<file path="src/rtl/shift_mix_stage.sv">
// AES round back half: ShiftRows on accept, then MixColumns one column per cycle
// through a single shared column datapath; result held until the consumer takes it.
module shift_mix_stage (
  input  logic                  clk,
  input  logic                  rst,
  input  logic [3:0][3:0][7:0]  state,
  input  logic                  last_round,
  input  logic                  in_valid,
  output logic                  in_ready,
  output logic [3:0][3:0][7:0]  o,
  output logic                  o_valid,
  input  logic                  o_ready
);

  localparam int unsigned BW = 8;
  localparam int unsigned NR = 4;
  localparam int unsigned CW = 2;

  typedef enum logic [1:0] {
    IDLE = 2'd0,
    CALC = 2'd1,
    HOLD = 2'd2
  } fsm_e;

  fsm_e                        fsm_q, fsm_d;
  logic [CW-1:0]               col_q, col_d;
  logic                        last_q, last_d;
  logic [NR-1:0][NR-1:0][BW-1:0] wr_q, wr_d;
  logic                        o_valid_q, o_valid_d;

  logic                        accept;
  logic [NR-1:0][NR-1:0][BW-1:0] sr;
  logic [NR-1:0][BW-1:0]       col_a;
  logic [NR-1:0][BW-1:0]       col_b;
  logic [NR-1:0][BW-1:0]       col_x;

  function automatic logic [BW-1:0] xtime(input logic [BW-1:0] x);
    return {x[BW-2:0], 1'b0} ^ (x[BW-1] ? 8'h1B : 8'h00);
  endfunction

  // Ready is combinational so a HOLD result can hand off to a new input with no bubble.
  assign in_ready = rst & ((fsm_q == IDLE) | ((fsm_q == HOLD) & o_ready));
  assign accept   = in_valid & in_ready;
  assign o        = wr_q;
  assign o_valid  = o_valid_q;

  // ShiftRows: row r rotates left by r bytes.
  always_comb begin
    sr = '0;
    for (int r = 0; r < NR; r++) begin
      for (int c = 0; c < NR; c++) begin
        sr[r][c] = state[r][CW'(c + r)];
      end
    end
  end

  // Shared MixColumns datapath on the column selected by col_q.
  always_comb begin
    col_a = '0;
    col_x = '0;
    for (int r = 0; r < NR; r++) begin
      col_a[r] = wr_q[r][col_q];
      col_x[r] = xtime(col_a[r]);
    end
    col_b[0] = col_x[0] ^ (col_x[1] ^ col_a[1]) ^ col_a[2] ^ col_a[3];
    col_b[1] = col_a[0] ^ col_x[1] ^ (col_x[2] ^ col_a[2]) ^ col_a[3];
    col_b[2] = col_a[0] ^ col_a[1] ^ col_x[2] ^ (col_x[3] ^ col_a[3]);
    col_b[3] = (col_x[0] ^ col_a[0]) ^ col_a[1] ^ col_a[2] ^ col_x[3];
  end

  // Next-state and datapath update.
  always_comb begin
    fsm_d     = fsm_q;
    col_d     = col_q;
    last_d    = last_q;
    wr_d      = wr_q;
    o_valid_d = o_valid_q;

    unique case (fsm_q)
      IDLE: begin
        if (accept) begin
          wr_d   = sr;
          last_d = last_round;
          col_d  = '0;
          if (last_round) begin
            fsm_d     = HOLD;
            o_valid_d = 1'b1;
          end else begin
            fsm_d     = CALC;
            o_valid_d = 1'b0;
          end
        end
      end
      CALC: begin
        for (int r = 0; r < NR; r++) begin
          wr_d[r][col_q] = col_b[r];
        end
        col_d = col_q + CW'(1);
        if (col_q == CW'(NR - 1)) begin
          fsm_d     = HOLD;
          o_valid_d = 1'b1;
        end
      end
      HOLD: begin
        if (o_ready) begin
          if (accept) begin
            wr_d   = sr;
            last_d = last_round;
            col_d  = '0;
            if (last_round) begin
              fsm_d     = HOLD;
              o_valid_d = 1'b1;
            end else begin
              fsm_d     = CALC;
              o_valid_d = 1'b0;
            end
          end else begin
            fsm_d     = IDLE;
            o_valid_d = 1'b0;
          end
        end
      end
      default: begin
        fsm_d     = IDLE;
        o_valid_d = 1'b0;
      end
    endcase
  end

  always_ff @(posedge clk or negedge rst) begin
    if (!rst) begin
      fsm_q     <= IDLE;
      col_q     <= '0;
      last_q    <= 1'b0;
      wr_q      <= '0;
      o_valid_q <= 1'b0;
    end else begin
      fsm_q     <= fsm_d;
      col_q     <= col_d;
      last_q    <= last_d;
      wr_q      <= wr_d;
      o_valid_q <= o_valid_d;
    end
  end

endmodule

</file>
<file path="config.mk">
export PLATFORM = sky130hd
export DESIGN_NAME = shift_mix_stage
export DESIGN_NICKNAME = d
export VERILOG_FILES = /design/src/rtl/shift_mix_stage.sv
export SDC_FILE = /design/constraint.sdc
export NUM_CORES = 1
export LEC_CHECK = 0
export CAP_MARGIN = 5
export CORE_ASPECT_RATIO = 0.9
export CORE_MARGIN = 8
export CORE_UTILIZATION = 46
export DETAILED_ROUTE_END_ITERATION = 6
export PLACE_DENSITY = 0.81
export SKIP_LAST_GASP = 1
export SLEW_MARGIN = 20
export SYNTH_ARGS = -nofsm -noshare
export SYNTH_HDL_FRONTEND = slang
export SYNTH_SLANG_ARGS = --single-unit
</file>
<file path="constraint.sdc">
create_clock -name clk -period 3.3 [get_ports clk]
set_clock_uncertainty 0.2 [all_clocks]
set_input_delay 0.825 -clock clk [delete_from_list [all_inputs] [get_ports clk]]
set_output_delay 0.825 -clock clk [all_outputs]
set_load 0.01 [all_outputs]
</file>
==> reports/qor.yml <==
finish:
  final_nets: 931
  syn2layout_area_growth_pct: 37.5
  layout-drive-gt1-share_pct: 12.4
  num_antenna_cells: 0
  layout_common_cells: "197 x clkdlybuf4s50_1, 131 x dfrtp_1, 58 x o22ai_1"
  fin_util_pct: 64.6
  final_common_cell: "clkdlybuf4s50_1"
  fillers: 1166
worst_hold_path:
  hold_path_class: "input port to asynchronous set/reset pin"
global_route:
  antenna_found_initial: 0
  grt_overflow: 0
  grt_pass1_wl_mm: 38.1
  grt_max_degree: 63
  grt_usage_pct: 24.2
  grt_pass1_vias: 6632
die:
  pin_count: 263
  die_y_um: 138
  rows: 44
  start_util_pct: 46.9
  dieArea_um2: 20800
  coreArea_um2: 16100
  die_w_um: 151
timing:
  worst_pin_slew_ps: 958
  rsz0062_at_grt: "no"
  hold_viol: 0
  period_share_pct: 97.8
  finalMaxSlewViolations: 0
  min_period_ps: 3230
  relSlewSlack_pct: 35.8
  fmax_mhz: 310
  setup-violations-final: 0
synthesis:
  synth_seq_area_share_pct: 43.6
  synth_edf_count: 0
  ys_async_sr_fraction_pct: 100
  synth-warning-count: 0
  netlist_area_um2: 7570
  syn_nets: 746
  ys_seq_elements: 132
  syn_inst: 609
  syn_avg_cell_area_um2: 12.4
  synth_ff_type: "dfrtp_1"
  synth_cell_types: 37
worst_setup_path:
  cp-end-kind: "output port"
  start_kind: "input port"
  crit_type: "input port to output port"
  required_ps: 2270
  crit_fanout: 6
  cp-startpoint: "o_ready"
  rr_startpoint: "col_q[0]"
  worstPathArrival_ps: 2200
clock_network:
  clkTransAtPathRegs_ps: 60
  cts_buffers: 17
  cts_tree: "yes"
  postCtsSetupBuffers: 0
  clkLatencyLatePin_ps: 430
  cts_hold_buf: 0
  clock_sinks: 132
  cts-resized-gates: 1
  h-tree-depth: 4
  clockRootBuffer: "clkbuf_16"
  clockBufferDepth: 2
drt:
  post_drt_wl_per_cell_um: 24.3
  num_vias: 6160
  via_per_inst: 6.07
  drtAntennaViolNets: 0
  drtIter0Drc: 507
  drc: 0
  first_pass_iters: 5
  wirelength_mm: 24.7
placement:
  hpwl_mm: 17.7
  port_buffers: 198
  gp_congestion: 0.856
run_status:
  status: "completed"
job:
  drv_cap: 0
-- worst max-delay path: stages --
cell             delay (ps)
clkdlybuf4s50_1         460
nor2b_2                 300
nor2_1                  120
clkdlybuf4s50_1         500
-- cell usage after synthesis (11+ instances only) --
cell type  number  area share [%]
dfrtp_1       132              44
o22ai_1        58             4.8
nand2_1        50             2.5
clkbuf_1       38             1.9
mux2i_1        38             5.0
mux4_2         32             9.5
o21ai_0        32             2.1
a22oi_1        30             3.0
xnor3_1        29             8.6
o21ai_1        25             1.7
and2_1         24             2.0
nand3_1        17             1.1
xnor2_1        17             2.0
xor2_1         14             1.6
a21oi_1        11            0.73
-- layer usage --
metal | vias to the layer above | share of wire [%] | GRT usage, %
li1 | 2639 | - | -
met1 | 3124 | 41 | 32.6
met2 | 362 | 47 | 37.6
met3 | 35 | 9.7 | 6.11
met4 | 0 | 1.5 | 7.96
met5 | - | 0 | 0
-- cell families after synthesis --
family	Yosys count	synth area share, %
AO/OA/AOI/OAI	164	13.1
XOR/XNOR	79	17.4
adder cells (fa/ha/maj)	4	0.661
buffers and inverters	55	3.78
flip-flops	132	43.6
multiplexers	71	14.7
AND/OR/NAND/NOR	104	6.74
-- path summary, 6_finish.rpt --
check	cells past startpoint	slack (ps)	to
setup / recovery	4	70	in_ready
hold / removal	1	70	o[9]
setup reg to reg	5	400	o[111]
min in group clk	2	340	o[26]
hold reg to reg	2	340	o[26]
max in group asynchronous	3	1040	o[23]
-- state kept, by name (all words and copies together) (netlist names) --
register and flops:
o 128, fsm_q 1, col_q 2, o_valid 1
-- layout make-up --
| cell class | count | area [µm²] | area share [%] |
|---|---|---|---|
| Tap cell | 207 | 259 | 2.49 |
| Timing Repair Buffer | 218 | 2180 | 20.9 |
| Multi-Input combinational cell | 422 | 3990 | 38.4 |
| Inverter | 3 | 11.3 | 0.108 |
| Clock buffer | 19 | 433 | 4.16 |
| Sequential cell | 132 | 3300 | 31.7 |
| Clock inverter | 13 | 231 | 2.22 |
-- per-stage QoR --
step           instance area [µm²]  worst slack [ps]  hold slack (ps)  TNS [ps]  std cells
6_report                     10400              71.1             74.0         0       1014
3_3_place_gp                  9750              45.8              311         0        982
4_1_cts                      10400              96.2             62.4         0       1014
3_5_place_dp                  9750             -3.52              316     -3.52        982
5_1_grt                      10400              51.7             79.3         0       1014
2_1_floorplan                 7570               740              329         0        609
Power is left out: the tool's default activity adds up to more than one toggle a clock period on the data nets, which glitch-free logic cannot reach.
